--- src/rtl/ff_net_seq_pkg.sv ---
`default_nettype none
// ============================================================================
// Module   : ff_net_seq_pkg
// Purpose  : Shared types and address-map helpers for the ff_network
//            bus-master sequencer.
// Contents : state_t    - sequencer states
//            f_n_w      - number of weight words
//            f_*_addr   - commit / input / output base addresses
//            C_COMMIT_ONES - all-ones commit data (slice to data width)
// Revision : 1.0 - initial release
// ============================================================================
package ff_net_seq_pkg;

  typedef enum logic [2:0] {
    ST_IDLE     = 3'd0,
    ST_LOAD_W   = 3'd1,
    ST_COMMIT_W = 3'd2,
    ST_LOAD_I   = 3'd3,
    ST_COMMIT_I = 3'd4,
    ST_WAIT     = 3'd5,
    ST_READ     = 3'd6,
    ST_OUT      = 3'd7
  } state_t;

  // Wide enough for any practical data word; users slice [WIDTH-1:0].
  localparam int C_MAX_WIDTH = 256;
  localparam logic [C_MAX_WIDTH-1:0] C_COMMIT_ONES = '1;

  function automatic int f_n_w(input int li, input int lm, input int lo);
    return li * lm + lm * lo;
  endfunction

  function automatic int f_wcommit_addr(input int li, input int lm, input int lo);
    return f_n_w(li, lm, lo);
  endfunction

  function automatic int f_in_base_addr(input int li, input int lm, input int lo);
    return f_n_w(li, lm, lo) + 1;
  endfunction

  function automatic int f_icommit_addr(input int li, input int lm, input int lo);
    return f_n_w(li, lm, lo) + li + 1;
  endfunction

  function automatic int f_out_base_addr(input int li, input int lm, input int lo);
    return f_n_w(li, lm, lo) + li + 2;
  endfunction

endpackage
`default_nettype wire

--- src/rtl/ff_net_seq_watchdog.sv ---
`default_nettype none
// ============================================================================
// Module   : ff_net_seq_watchdog
// Purpose  : Load/enable/expire cycle counter bounding the WAIT phase.
// Ports    : clk, reset (async active-low)
//            i_load   - clear the count (asserted outside WAIT)
//            i_en     - count one cycle
//            o_expire - high on the TIMEOUT-th enabled cycle
// Revision : 1.0 - initial release
// ============================================================================
module ff_net_seq_watchdog
  import ff_net_seq_pkg::*;
#(
  parameter int TIMEOUT = 1024
) (
  input  logic clk,
  input  logic reset,
  input  logic i_load,
  input  logic i_en,
  output logic o_expire
);

  localparam int             c_CNT_W = $clog2(TIMEOUT + 1);
  localparam logic [c_CNT_W-1:0] c_LAST  = c_CNT_W'(TIMEOUT - 1);
  localparam logic [c_CNT_W-1:0] c_ONE   = c_CNT_W'(1);

  logic [c_CNT_W-1:0] r_cnt;

  always_ff @(posedge clk or negedge reset) begin
    if (!reset) begin
      r_cnt <= '0;
    end else if (i_load) begin
      r_cnt <= '0;
    end else if (i_en && (r_cnt != c_LAST)) begin
      r_cnt <= r_cnt + c_ONE;
    end
  end

  assign o_expire = i_en && !i_load && (r_cnt == c_LAST);

endmodule
`default_nettype wire

--- src/rtl/ff_net_sequencer.sv ---
`default_nettype none
// ============================================================================
// Module   : ff_net_sequencer
// Purpose  : Sole register-bus master of one ff_network. Streams weights and
//            inputs from the host into the network, issues the commit
//            strobes, waits for net_ready and streams the outputs back.
// Ports    : clk, reset (async active-low)
//            cmd_start/cmd_wload      - pass request (wload: weights first)
//            s_valid/s_ready/s_data   - host word stream
//            m_valid/m_ready/m_data/m_last - result stream
//            busy, err                - status (err = sticky WAIT timeout)
//            net_address/net_in_d/net_write/net_read - network bus (registered)
//            net_out_d, net_ready     - network read data / outputs valid
// Config   : FF_NET_SEQ_WATCHDOG_EN enables the WAIT timeout watchdog.
// Revision : 1.0 - initial release
// ============================================================================
module ff_net_sequencer
  import ff_net_seq_pkg::*;
#(
  parameter int LENGHT_I   = 2,
  parameter int LENGHT_MID = 2,
  parameter int LENGHT_O   = 2,
  parameter int WIDTH      = 32,
  parameter int WIDTH_ADDR = $clog2(LENGHT_I*LENGHT_MID + LENGHT_MID*LENGHT_O
                                    + LENGHT_I + LENGHT_O + 3),
  parameter int TIMEOUT    = 1024
) (
  input  logic                  clk,
  input  logic                  reset,
  input  logic                  cmd_start,
  input  logic                  cmd_wload,
  input  logic                  s_valid,
  output logic                  s_ready,
  input  logic [WIDTH-1:0]      s_data,
  output logic                  m_valid,
  input  logic                  m_ready,
  output logic [WIDTH-1:0]      m_data,
  output logic                  m_last,
  output logic                  busy,
  output logic                  err,
  output logic [WIDTH_ADDR-1:0] net_address,
  output logic [WIDTH-1:0]      net_in_d,
  output logic                  net_write,
  output logic                  net_read,
  input  logic [WIDTH-1:0]      net_out_d,
  input  logic                  net_ready
);

  localparam int c_N_W = f_n_w(LENGHT_I, LENGHT_MID, LENGHT_O);
  localparam logic [WIDTH_ADDR-1:0] c_ADDR_WCOMMIT =
    WIDTH_ADDR'(f_wcommit_addr(LENGHT_I, LENGHT_MID, LENGHT_O));
  localparam logic [WIDTH_ADDR-1:0] c_ADDR_IN_BASE =
    WIDTH_ADDR'(f_in_base_addr(LENGHT_I, LENGHT_MID, LENGHT_O));
  localparam logic [WIDTH_ADDR-1:0] c_ADDR_ICOMMIT =
    WIDTH_ADDR'(f_icommit_addr(LENGHT_I, LENGHT_MID, LENGHT_O));
  localparam logic [WIDTH_ADDR-1:0] c_ADDR_OUT_BASE =
    WIDTH_ADDR'(f_out_base_addr(LENGHT_I, LENGHT_MID, LENGHT_O));
  localparam logic [WIDTH_ADDR-1:0] c_LAST_W = WIDTH_ADDR'(c_N_W - 1);
  localparam logic [WIDTH_ADDR-1:0] c_LAST_I = WIDTH_ADDR'(LENGHT_I - 1);
  localparam logic [WIDTH_ADDR-1:0] c_LAST_O = WIDTH_ADDR'(LENGHT_O - 1);
  localparam logic [WIDTH_ADDR-1:0] c_ONE    = WIDTH_ADDR'(1);
  localparam logic [WIDTH-1:0]      c_COMMIT = C_COMMIT_ONES[WIDTH-1:0];

  state_t                r_state;
  state_t                w_next_state;
  logic [WIDTH_ADDR-1:0] r_word_cnt;
  logic [WIDTH_ADDR-1:0] r_out_cnt;
  logic [WIDTH_ADDR-1:0] w_out_idx;
  logic [WIDTH_ADDR-1:0] r_net_address;
  logic [WIDTH-1:0]      r_net_in_d;
  logic                  r_net_write;
  logic                  r_net_read;
  logic                  r_cap;
  logic                  r_m_valid;
  logic                  r_m_last;
  logic [WIDTH-1:0]      r_m_data;
  logic                  r_err;
  logic                  w_s_ready;
  logic                  w_busy;
  logic                  w_s_hs;
  logic                  w_m_hs;
  logic                  w_start;
  logic                  w_wd_expire;

  assign w_s_hs  = s_valid && w_s_ready;
  assign w_m_hs  = r_m_valid && m_ready;
  assign w_start = cmd_start && (r_state == ST_IDLE);
  // Leaving OUT towards READ, the counter advances on the same edge that
  // registers the next read address, so look one index ahead.
  assign w_out_idx = (r_state == ST_OUT) ? (r_out_cnt + c_ONE) : r_out_cnt;

`ifdef FF_NET_SEQ_WATCHDOG_EN
  ff_net_seq_watchdog #(
    .TIMEOUT (TIMEOUT)
  ) u_watchdog (
    .clk      (clk),
    .reset    (reset),
    .i_load   (r_state != ST_WAIT),
    .i_en     (r_state == ST_WAIT),
    .o_expire (w_wd_expire)
  );
`else
  assign w_wd_expire = 1'b0;
`endif

  // State register
  always_ff @(posedge clk or negedge reset) begin
    if (!reset) r_state <= ST_IDLE;
    else        r_state <= w_next_state;
  end

  // Next-state logic
  always_comb begin
    w_next_state = r_state;
    case (r_state)
      ST_IDLE:     if (cmd_start) w_next_state = cmd_wload ? ST_LOAD_W : ST_LOAD_I;
      ST_LOAD_W:   if (w_s_hs && (r_word_cnt == c_LAST_W)) w_next_state = ST_COMMIT_W;
      ST_COMMIT_W: w_next_state = ST_LOAD_I;
      ST_LOAD_I:   if (w_s_hs && (r_word_cnt == c_LAST_I)) w_next_state = ST_COMMIT_I;
      ST_COMMIT_I: w_next_state = ST_WAIT;
      ST_WAIT: begin
        if (net_ready)        w_next_state = ST_READ;
        else if (w_wd_expire) w_next_state = ST_IDLE;
      end
      ST_READ:     w_next_state = ST_OUT;
      ST_OUT:      if (w_m_hs) w_next_state = (r_out_cnt == c_LAST_O) ? ST_IDLE : ST_READ;
      default:     w_next_state = ST_IDLE;
    endcase
  end

  // State-decoded outputs
  always_comb begin
    w_s_ready = 1'b0;
    w_busy    = 1'b1;
    case (r_state)
      ST_IDLE:              w_busy    = 1'b0;
      ST_LOAD_W, ST_LOAD_I: w_s_ready = 1'b1;
      default:              ;
    endcase
  end

  // Counters, registered bus and result capture
  always_ff @(posedge clk or negedge reset) begin
    if (!reset) begin
      r_word_cnt    <= '0;
      r_out_cnt     <= '0;
      r_net_address <= '0;
      r_net_in_d    <= '0;
      r_net_write   <= 1'b0;
      r_net_read    <= 1'b0;
      r_cap         <= 1'b0;
      r_m_valid     <= 1'b0;
      r_m_last      <= 1'b0;
      r_m_data      <= '0;
      r_err         <= 1'b0;
    end else begin
      r_net_write <= 1'b0;
      r_net_read  <= 1'b0;
      if (w_start) begin
        r_word_cnt <= '0;
        r_out_cnt  <= '0;
        r_err      <= 1'b0;
      end
      case (r_state)
        ST_LOAD_W, ST_LOAD_I: begin
          if (w_s_hs) begin
            r_net_write   <= 1'b1;
            r_net_address <= (r_state == ST_LOAD_W) ? r_word_cnt
                                                    : (c_ADDR_IN_BASE + r_word_cnt);
            r_net_in_d    <= s_data;
            // Last word of a phase rewinds the counter for the next phase.
            if (((r_state == ST_LOAD_W) && (r_word_cnt == c_LAST_W)) ||
                ((r_state == ST_LOAD_I) && (r_word_cnt == c_LAST_I)))
              r_word_cnt <= '0;
            else
              r_word_cnt <= r_word_cnt + c_ONE;
          end
        end
        ST_COMMIT_W: begin
          r_net_write   <= 1'b1;
          r_net_address <= c_ADDR_WCOMMIT;
          r_net_in_d    <= c_COMMIT;
        end
        ST_COMMIT_I: begin
          r_net_write   <= 1'b1;
          r_net_address <= c_ADDR_ICOMMIT;
          r_net_in_d    <= c_COMMIT;
        end
        ST_WAIT: if (!net_ready && w_wd_expire) r_err <= 1'b1;
        default: ;
      endcase
      if (w_next_state == ST_READ) begin
        r_net_read    <= 1'b1;
        r_net_address <= c_ADDR_OUT_BASE + w_out_idx;
      end
      // Network read data arrives the cycle after net_read.
      r_cap <= (r_state == ST_READ);
      if (r_cap) begin
        r_m_data  <= net_out_d;
        r_m_valid <= 1'b1;
        r_m_last  <= (r_out_cnt == c_LAST_O);
      end else if (w_m_hs) begin
        r_m_valid <= 1'b0;
        r_m_last  <= 1'b0;
        r_out_cnt <= r_out_cnt + c_ONE;
      end
    end
  end

  assign s_ready     = w_s_ready;
  assign busy        = w_busy;
  assign err         = r_err;
  assign m_valid     = r_m_valid;
  assign m_data      = r_m_data;
  assign m_last      = r_m_last;
  assign net_address = r_net_address;
  assign net_in_d    = r_net_in_d;
  assign net_write   = r_net_write;
  assign net_read    = r_net_read;

endmodule
`default_nettype wire

--- config.mk ---
export PLATFORM = sky130hd
export DESIGN_NAME = ff_net_sequencer
export DESIGN_NICKNAME = d
export VERILOG_FILES = /design/src/rtl/ff_net_seq_pkg.sv /design/src/rtl/ff_net_seq_watchdog.sv /design/src/rtl/ff_net_sequencer.sv
export SDC_FILE = /design/constraint.sdc
export NUM_CORES = 1
export LEC_CHECK = 0
export BUFFER_PORTS_ARGS = -buffer_cell sky130_fd_sc_hd__buf_2
export CAP_MARGIN = 0
export CORE_UTILIZATION = 44
export CTS_CLUSTER_SIZE = 28
export DETAILED_ROUTE_END_ITERATION = 12
export GPL_TIMING_DRIVEN = 0
export PLACE_DENSITY = 0.75
export SLEW_MARGIN = 20
export SYNTH_ARGS = -nofsm -noshare
export SYNTH_HDL_FRONTEND = slang
export SYNTH_SLANG_ARGS = --single-unit
--- constraint.sdc ---
create_clock -name clk -period 2 [get_ports clk]
set_input_delay 0 -clock clk [delete_from_list [all_inputs] [get_ports clk]]
set_output_delay 0 -clock clk [all_outputs]
set_load 0.02 [all_outputs]
==> summary.txt, run 1 <==
Placement
  – Post-DP HPWL: 6330 microns
  – Buffers on Ports: between 100 and 150
  – Gpl congestion: between 0.8 and 0.9
  – Worst slack, placed: -23.5 ps

Hold path
  – Hold/Removal Path Class: input pin to register
  – Hold Crit Endpoint: r_state[2]
  – Worst hold start: s_valid
  – Cells on Worst Hold Path: 3

Global route
  – Number of global-route vias before repair: roughly 3400
  – Global route overflow: 0
  – Met3 usage: 4.88%
  – Met2 track demand over resource in global routing: between 40% and 50%
  – Met1 track demand over resource: 26.0%
  – Global-route usage over all layers: between 20% and 30%
  – Global route hottest layer: met2
  – Maximum number of pins on one net before global-route repair: 45
  – Antenna violations before repair: 0
  – Global-route wire length before repair: 16000 microns

Synth
  – Synth Cell Area: 3660 sq um
  – Number of warnings issued by yosys: 0
  – Synthesized netlist cell count: a little under 300
  – Sequential-to-total area share from yosys stat: a little under three fifths
  – Share of flip-flops with an asynchronous set or reset after synthesis: 100%
  – Primary flip-flop cell chosen by synthesis mapping: dfrtp_1
  – Avg Inst Size Synth: about 12 sq um
  – Number of synthesized flops with an enable pin: 0
  – Synth Register Bits: 84
  – Synth Net Count: ~370
  – Distinct cell type count of the synthesized netlist: 55

CTS
  – Clock tree root buffer cell: clkbuf_8
  – CTS sink cnt: 84
  – Worst-case clock buffer depth: 2
  – CTS tree: done
  – H-tree levels: 3
  – CTS buffer count: 9
  – Source-to-sink clock delay at the later pin of the worst-skew pair: approximately 360 ps
  – Reg clk slew, reported paths: about 90 ps

Critical path
  – R2R setup slack: 70 ps
  – Crit start category: register
  – Capturing element type of the critical path: register
  – Startpoint-to-endpoint class of the critical path: register to register
  – Highest fanout seen on the critical path: 10
  – Required time worst endpoint: about 2300 ps
  – Start of the worst register-to-register path: r_state[0]
  – Worst R2R End: net_in_d[22]
  – Reg2Reg Depth: 5
  – Data arrival time of the critical path: roughly 2200 ps

Detailed routing
  – Drt first-iter violations: roughly 120
  – Vias per inst: around 5.2
  – Routed wire per std cell: ~16 microns
  – First drt pass iteration count: 4
  – Antenna-violating nets left: 0
  – Via count: between 3000 and 4000
  – Post-Route WL: 10200 microns
  – DR DRC count: 0

Pwr
  – Power after layout: roughly 9 mW
  – Power per cell area: ~1600 nW/um^2
  – Leakage: between 2 and 3 nW
  – Max IR drop VDD: 854 uV

Cells and area
  – Area Growth Syn to Fin: 50.3%
  – Filler cell count: approximately 590
  – Proportion of layout cells with a drive suffix above 1: approximately two fifths
  – Commonest cells after routing, fill and taps aside: buf_2, dfrtp_1, dlygate4sd3_1
  – Final core utilization: 69.8%
  – Leading cell type in the layout, fill and taps excluded: buf_2
  – Final layout net count: a little under 600

Timing
  – Final critical-path required period: around 1900 ps
  – Setup violation total in the final timing report: 0
  – Worst Hold Slack: between 30 and 40 ps
  – Max Slew Vio Count: 0
  – Final Hold Viols: 0
  – Unrepaired setup endpoints after global routing: false
  – Relative slew slack: between 60 and 70%
  – Max Freq: approximately 0.52 GHz
  – Final setup skew: 9.78 ps
  – Worst Setup Slack, final: around 67 ps
  – Final clock period utilization by the worst path: slightly below 100%
  – Slew at the pin closest to its max-slew limit: between 500 and 600 ps

Die
  – Die X-Extent: ~93 microns
  – Vert. Die Dim: just over 90 microns
  – DIE AREA: between 8000 and 9000 sq um
  – Top-level I/O count: about 150
  – Effective utilization at floorplan: roughly 46%
  – Placeable core region: 7890 sq um
  – Std cell rows: 32

Run status
  – Outcome: complete, no violations

Run
  – Max-capacitance violation count: 0
## timing repair
| item | CTS | global route |
|---|---|---|
| setup endpoints to repair | 1 | 11 |
| resized for setup | 1 | 4 |
| endpoints found under the hold margin | 107 | 0 |
| hold buffers | 69 | 0 |
| setup buffers | 0 | 2 |
## cells by family (layout without fill, tap and decap cells)
kind of cell | after synthesis | count (layout) | share of synthesized area (%)
flops | 84 | 84 | 57.4
compound gates | 75 | 75 | 15.9
simple gates | 51 | 51 | 7.55
mux | 41 | 41 | 12.5
buf+inv | 31 | 263 | 3.66
fa+ha+maj | 6 | 6 | 1.91
xor+xnor | 4 | 4 | 0.957
other cells | 1 | 2 | 0.102
## critical path, cell delays in order (launching register included)
cell and delay [ps]:
dfrtp_1 470, buf_2 220, nor2_1 230, mux2_2 310
clkbuf_1 410, o22a_1 220
## cell type report
class | instances | area (sq um) | area share, %
repair buffers | 216 | 1450 | 26.3
flip-flops and latches | 84 | 2100 | 38.2
diodes | 1 | 2.50 | 0.0455
clock buffers | 9 | 124 | 2.25
well taps | 102 | 128 | 2.32
multi-input cells | 178 | 1440 | 26.2
inverters | 11 | 41.3 | 0.750
clock inverters | 7 | 121 | 2.21
plain buffers | 20 | 93.8 | 1.71
## metal layers
layer	wire length [microns]	vias up
li1	-	1523
met1	3950	1578
met2	5380	121
met3	465	28
met4	365	0
met5	0	-
## power breakdown
group / internal, mW / leakage (nW) / switching [mW] / total [mW]
Clock: 0.841 / 0.125 / 0.668 / 1.51
Sequential: 2.50 / 0.970 / 0.469 / 2.97
Combinational: 1.88 / 1.49 / 2.48 / 4.36
Total: 5.22 / 2.59 / 3.62 / 8.84
## cell usage after synthesis (2+ instances only)
library cell	count	area (sq um)
mux2i_1	5	50.1
mux2_2	35	394
nand3_1	5	25.0
ha_1	4	50.1
xnor2_1	3	26.3
a21oi_1	10	50.1
a21o_1	4	30.0
clkbuf_1	10	37.5
dfrtp_1	84	2100
buf_2	5	25.0
buf_1	3	11.3
maj3_1	2	20.0
nand2_1	23	86.3
inv_1	10	37.5
o22ai_1	3	18.8
o22a_1	32	280
nor2_1	7	26.3
a21boi_0	2	15.0
o21ai_0	9	45.0
nand2b_1	2	12.5
## worst max-delay path by stage
stage,endpoint,from
after detailed placement,net_address[0],r_word_cnt[0]
after global routing,net_in_d[17],r_state[0]
after floorplan,net_address[0],r_word_cnt[0]
after CTS,net_address[0],r_word_cnt[0]
after global placement,net_address[0],r_word_cnt[0]
final,net_in_d[22],r_state[0]
## metrics by stage
step,instances,area (sq um),TNS (ps)
after floorplan,293,3660,0
after global placement,539,4510,-5.23
after detailed placement,540,4530,-23.5
after CTS,625,5470,0
after global routing,627,5500,0
final,628,5500,0
## state kept, by name, summed over array words and instances (netlist names)
register / flops
m_data: 32
net_in_d: 32
net_address: 4
r_out_cnt: 4
r_word_cnt: 4
r_state: 3
m_last: 1
m_valid: 1
net_read: 1
net_write: 1
r_cap: 1
(Power assumes the default switching activity.)
==> inputs of run 2 (changes only) <==
--- a/config.mk
+++ b/config.mk
@@ -12,6 +12,7 @@
 export DETAILED_ROUTE_END_ITERATION = 12
 export GPL_TIMING_DRIVEN = 0
 export PLACE_DENSITY = 0.75
+export SETUP_SLACK_MARGIN = 0.15
 export SLEW_MARGIN = 20
 export SYNTH_ARGS = -nofsm -noshare
 export SYNTH_HDL_FRONTEND = slang
==> run 2 against run 1 <==
Hold slack worse by 22 ps. Clock power decreased by 20%. Non-clock buffer count increased by 9. Wire length rose by 1.7%. Largest power group unchanged. Clock skew down 1.4 ps.
==> summary.txt, run 2 (synthesis gave the netlist of run 1 again) <==
Placement
  – Placed Area: 4540 sq um (was 4530 sq um)
  – Buffers on Ports: 144 (unchanged)
  – Placed Instances: 540 (unchanged)
  – Post-DP HPWL: 6560 microns (was 6330 microns)
  – Worst slack, placed: -24.1 ps (was -23.5 ps)
  – Gpl congestion: 0.821 (was 0.839)

Die
  – Die X-Extent: 93.2 microns (unchanged)
  – Effective utilization at floorplan: 46.4% (unchanged)
  – Placeable core region: 7890 sq um (unchanged)
  – DIE AREA: 8690 sq um (unchanged)
  – Top-level I/O count: 146 (unchanged)
  – Std cell rows: 32 (unchanged)
  – Vert. Die Dim: 93.2 microns (unchanged)

Cells and area
  – Antenna diode count: 0 (was 1)
  – Area of all placed cells without fillers: 5620 sq um (was 5500 sq um)
  – Final layout net count: 604 (was 595)
  – Area Growth Syn to Fin: 53.6% (was 50.3%)
  – Leading cell type in the layout, fill and taps excluded: buf_2 (unchanged)
  – Commonest cells after routing, fill and taps aside: buf_2, dfrtp_1, dlygate4sd3_1 (unchanged)
  – Count of placed standard cells in the final layout, fillers left out: 636 (was 628)
  – Proportion of layout cells with a drive suffix above 1: 44.6% (was 41.3%)

CTS
  – Source-to-sink clock delay at the later pin of the worst-skew pair: 350 ps (was 360 ps)
  – Reg clk slew, reported paths: 90 ps (about the same)
  – CTS tree: done (unchanged)
  – Worst-case clock buffer depth: 2 (unchanged)
  – CTS sink cnt: 84 (unchanged)
  – CTS buffer count: 9 (unchanged)
  – H-tree levels: 3 (unchanged)
  – Clock tree root buffer cell: clkbuf_8 (unchanged)

Detailed routing
  – DR DRC count: 0 (unchanged)
  – Post-Route WL: 10300 microns (was 10200 microns)
  – Via count: 3303 (was 3250)
  – Routed wire per std cell: 16.2 microns (about the same)
  – First drt pass iteration count: 4 (unchanged)
  – Drt first-iter violations: 105 (was 122)
  – Vias per inst: 5.19 (was 5.18)
  – Antenna-violating nets left: 0 (unchanged)

Pwr
  – Leakage: 2.65 nW (was 2.59 nW)
  – Max IR drop VDD: 766 uV (was 854 uV)
  – Power after layout: 8.94 mW (was 8.84 mW)
  – Power per cell area: 1590 nW/um^2 (was 1610 nW/um^2)

Timing
  – Post-route setup TNS: 0 ps (unchanged)
  – Final clock period utilization by the worst path: 93.7% (was 96.6%)
  – Max Slew Vio Count: 0 (unchanged)
  – Slew at the pin closest to its max-slew limit: 542 ps (was 572 ps)
  – Relative slew slack: 63.9% (was 61.9%)
  – Setup violation total in the final timing report: 0 (unchanged)
  – Final Hold Viols: 0 (unchanged)
  – Max Freq: 0.534 GHz (was 0.517 GHz)
  – Worst Setup Slack, final: 126 ps (was 67.2 ps)
  – Final critical-path required period: 1870 ps (was 1930 ps)
  – Final setup skew: 8.34 ps (was 9.78 ps)
  – Unrepaired setup endpoints after global routing: true (was false)

Global route
  – Global-route wire length before repair: 16000 microns (about the same)
  – Global route overflow: 0 (unchanged)
  – Maximum number of pins on one net before global-route repair: 54 (was 45)
  – Number of global-route vias before repair: 3496 (was 3394)
  – Global-route usage over all layers: 24.1% (was 24.2%)
  – Antenna violations before repair: 0 (unchanged)

Critical path
  – Crit start category: register (unchanged)
  – Startpoint-to-endpoint class of the critical path: register to register (unchanged)
  – Highest fanout seen on the critical path: 4 (was 10)
  – Capturing element type of the critical path: register (unchanged)
  – Data arrival time of the critical path: 2100 ps (was 2230 ps)
  – Required time worst endpoint: 2230 ps (was 2300 ps)

Run status
  – Outcome: complete, no violations (unchanged)

Hold path
  – Hold/Removal Path Class: input pin to register (unchanged)

Run
  – Max-capacitance violation count: 0 (unchanged)
## run 2: repair_timing
item                                    CTS  global route
pin swaps                                 2             2
gates resized for setup                  11            17
setup buffers                             5             6
endpoints found under the hold margin   145             0
endpoints found under the setup margin   16            34
hold buffers                             69             0
## run 2: path summary, 6_finish.rpt
kind	start	to	slack [ps]	depth (start not counted)
setup / recovery	r_word_cnt[0]	net_address[0]	130	6
hold / removal	s_valid	r_state[2]	10	3
setup reg to reg	r_word_cnt[0]	net_address[0]	130	6
hold reg to reg	net_in_d[30]	net_in_d[30]	510	1
max in group asynchronous	reset	r_word_cnt[0]	1220	3
min in group asynchronous	reset	m_data[17]	140	2
## run 2: metrics by stage
stage | hold slack (ps) | utilization, %
2_1_floorplan | -296 | -
3_3_place_gp | 208 | 57.2
3_5_place_dp | -25.7 | 57.6
4_1_cts | 72.1 | 69.9
5_1_grt | 33.1 | 71.3
6_report | 13.6 | 71.3
## run 2: routing by layer
layer | part of all wire, % | vias to the layer above | track usage (%)
met2 | 54 | 129 | 44.2
met5 | 0 | - | 0
met3 | 5.5 | 32 | 6.18
li1 | - | 1534 | -
met1 | 37 | 1608 | 25.9
met4 | 3.1 | 0 | 10.6
## run 2: layout make-up
| cell class | count | area (sq um) |
|---|---|---|
| Tap cell | 102 | 128 |
| Buffer | 20 | 103 |
| Timing Repair Buffer | 225 | 1530 |
| Multi-Input combinational cell | 178 | 1510 |
| Clock inverter | 6 | 73.8 |
| Sequential cell | 84 | 2110 |
| Clock buffer | 10 | 128 |
| Inverter | 11 | 41.3 |
| Fill cell | 564 | 2260 |
## run 2: worst max-delay path, cell delays in order (launching register included)
cell and delay (ps):
dfrtp_2 450, ha_4 180, nand2_4 50, o31a_1 280
a221oi_4 310, nand3b_4 160, mux2_4 330
## run 2: power breakdown
| part | switching (mW) | total [mW] | internal [mW] |
|---|---|---|---|
| combinational | 2.63 | 4.73 | 2.10 |
| clock | 0.624 | 1.21 | 0.590 |
| sequential | 0.496 | 3.00 | 2.50 |
==> inputs of run 3 (changes only) <==
--- a/config.mk
+++ b/config.mk
@@ -11,7 +11,7 @@
 export CTS_CLUSTER_SIZE = 28
 export DETAILED_ROUTE_END_ITERATION = 12
 export GPL_TIMING_DRIVEN = 0
-export PLACE_DENSITY = 0.75
+export PLACE_DENSITY = 0.79
 export SETUP_SLACK_MARGIN = 0.15
 export SLEW_MARGIN = 20
 export SYNTH_ARGS = -nofsm -noshare
==> run 3 against run 2 <==
The flow now finishes with violations (negative hold slack). Utilization fell by 0.29 points. Largest power group unchanged. Sequential share of layout area rose by 0.13 points. Count of clock-buffer cells in the layout did not move. Largest cell class unchanged. Setup slack improved by 57 ps. Sequential power barely moved. Maximum frequency rose by 3.1%. Final area fell by 0.40%. Sequential cell count did not move. Clock power rose by 4%. Critical path depth did not move.
==> summary.txt, run 3 (synthesis gave the netlist of run 1 again) <==
Cells and area
  – Commonest cells after routing, fill and taps aside: buf_2, dfrtp_1, dlygate4sd3_1 (unchanged)
  – Area Growth Syn to Fin: 53.0% (was 53.6%)
  – Leading cell type in the layout, fill and taps excluded: buf_2 (unchanged)
  – Proportion of layout cells with a drive suffix above 1: 44.7% (was 44.6%)
  – Final layout net count: 600 (was 604)
  – Final core utilization: 71.0% (was 71.3%)
  – Antenna diode count: 0 (unchanged)
  – Count of placed standard cells in the final layout, fillers left out: 632 (was 636)

Global route
  – Global-route wire length before repair: 15900 microns (was 16000 microns)
  – Number of global-route vias before repair: 3369 (was 3496)
  – Maximum number of pins on one net before global-route repair: 49 (was 54)
  – Global route overflow: 0 (unchanged)
  – Global-route usage over all layers: 24.0% (was 24.1%)
  – Antenna violations before repair: 0 (unchanged)

Timing
  – Max Freq: 0.550 GHz (was 0.534 GHz)
  – Worst Hold Slack: -6.34 ps (was 13.6 ps)
  – Setup violation total in the final timing report: 0 (unchanged)
  – Final critical-path required period: 1820 ps (was 1870 ps)
  – Post-route setup TNS: 0 ps (unchanged)
  – Final clock period utilization by the worst path: 90.9% (was 93.7%)
  – Unrepaired setup endpoints after global routing: true (unchanged)
  – Relative slew slack: 59.9% (was 63.9%)
  – Max Slew Vio Count: 0 (unchanged)
  – Worst Setup Slack, final: 182 ps (was 126 ps)
  – Final setup skew: 10.1 ps (was 8.34 ps)
  – Slew at the pin closest to its max-slew limit: 602 ps (was 542 ps)
  – Final Hold Viols: 1 (was 0)

Critical path
  – Capturing element type of the critical path: register (unchanged)
  – Required time worst endpoint: 2240 ps (was 2230 ps)
  – Highest fanout seen on the critical path: 5 (was 4)
  – Critical path, cell by cell: ha_4 > nand2_2 > o31a_1 > a221oi_4 > nand3b_4 > mux2_4 (was ha_4 > nand2_4 > o31a_1 > a221oi_4 > nand3b_4 > mux2_4)
  – Crit start category: register (unchanged)
  – Critical-path top delay cell: dfrtp_2 (unchanged)
  – Data arrival time of the critical path: 2060 ps (was 2100 ps)
  – Startpoint-to-endpoint class of the critical path: register to register (unchanged)
  – Stage delay of the slowest cell on the critical path: 430 ps (was 450 ps)

Die
  – Effective utilization at floorplan: 46.4% (unchanged)
  – Die X-Extent: 93.2 microns (unchanged)
  – Placeable core region: 7890 sq um (unchanged)
  – Vert. Die Dim: 93.2 microns (unchanged)
  – DIE AREA: 8690 sq um (unchanged)
  – Top-level I/O count: 146 (unchanged)
  – Std cell rows: 32 (unchanged)

CTS
  – H-tree levels: 3 (unchanged)
  – Clock tree root buffer cell: clkbuf_8 (unchanged)
  – CTS buffer count: 9 (unchanged)
  – CTS sink cnt: 84 (unchanged)
  – Source-to-sink clock delay at the later pin of the worst-skew pair: 350 ps (about the same)
  – Reg clk slew, reported paths: 90 ps (about the same)
  – CTS tree: done (unchanged)
  – Worst-case clock buffer depth: 2 (unchanged)

Hold path
  – Hold/Removal Path Class: input pin to register (unchanged)

Detailed routing
  – Drt first-iter violations: 118 (was 105)
  – Via count: 3294 (was 3303)
  – Antenna-violating nets left: 0 (unchanged)
  – Routed wire per std cell: 16.0 microns (was 16.2 microns)
  – DR DRC count: 0 (unchanged)
  – Vias per inst: 5.21 (was 5.19)
  – First drt pass iteration count: 4 (unchanged)
  – Post-Route WL: 10100 microns (was 10300 microns)

Placement
  – Placed Instances: 540 (unchanged)
  – Gpl congestion: 0.843 (was 0.821)
  – Buffers on Ports: 144 (unchanged)
  – Worst slack, placed: 42.3 ps (was -24.1 ps)
  – Post-DP HPWL: 6410 microns (was 6560 microns)

Run status
  – Violated checks: negative hold slack
  – Outcome: finished, violations left (was complete, no violations)

Pwr
  – Max IR drop VDD: 940 uV (was 766 uV)
  – Leakage: 2.63 nW (was 2.65 nW)
  – Power per cell area: 1590 nW/um^2 (about the same)

Run
  – Max-capacitance violation count: 0 (unchanged)
==> run 3: final timing paths <==
| path | slack (ps) | start | cells after the start | end |
|---|---|---|---|---|
| max in group asynchronous | 1240 | reset | 3 | r_word_cnt[0] |
| worst min register to register | 510 | m_data[17] | 1 | m_data[17] |
| worst max register to register | 180 | r_word_cnt[0] | 6 | net_address[0] |
| worst min-delay path | -6 | s_valid | 3 | r_state[2] |
| worst max-delay path | 180 | r_word_cnt[0] | 6 | net_address[0] |
| min in group asynchronous | 140 | reset | 2 | m_data[16] |
==> run 3: per-layer routing <==
layer	track usage (%)	up-vias	share of wire (%)
li1	-	1518	-
met1	27.8	1634	40
met4	11.8	0	3.4
met2	42.8	114	53
met3	4.15	28	4.2
met5	0	-	0
==> run 3: report_power, final <==
group          leakage (nW)  switching, mW  internal [mW]
Clock                 0.103          0.639          0.620
Sequential            0.969          0.503           2.50
Combinational          1.56           2.58           2.05
==> run 3: what timing repair did <==
item                                   in CTS  in global routing
buffers inserted                            3                  5
gates resized for setup                     5                 26
gates cloned                                0                  0
endpoints found under the hold margin     103                  0
pin swaps                                   1                  3
setup endpoints to repair                  24                 38
hold buffers                               68                  0
==> run 3: through the flow <==
stage,power (mW),cell area [sq um]
6_report,8.89,5600
5_1_grt,9.42,5600
4_1_cts,8.59,5470
3_5_place_dp,7.16,4540
3_3_place_gp,6.98,4510
2_1_floorplan,5.83,3660
==> run 3: area by class of cell <==
cell class / count / area [sq um]
fillers: 582 / 2290
flip-flops and latches: 84 / 2100
multi-input cells: 178 / 1520
repair buffers: 221 / 1500
clock buffers: 10 / 138
well taps: 102 / 128
plain buffers: 20 / 106
clock inverters: 6 / 68.8
inverters: 11 / 41.3
==> run 3: worst max-delay path: cells and delay by family (launching register included) <==
family | cells | cell delay (ps)
flops | 1 | 430
mux | 1 | 310
fa+ha+maj | 1 | 170
compound gates | 2 | 600
simple gates | 2 | 190
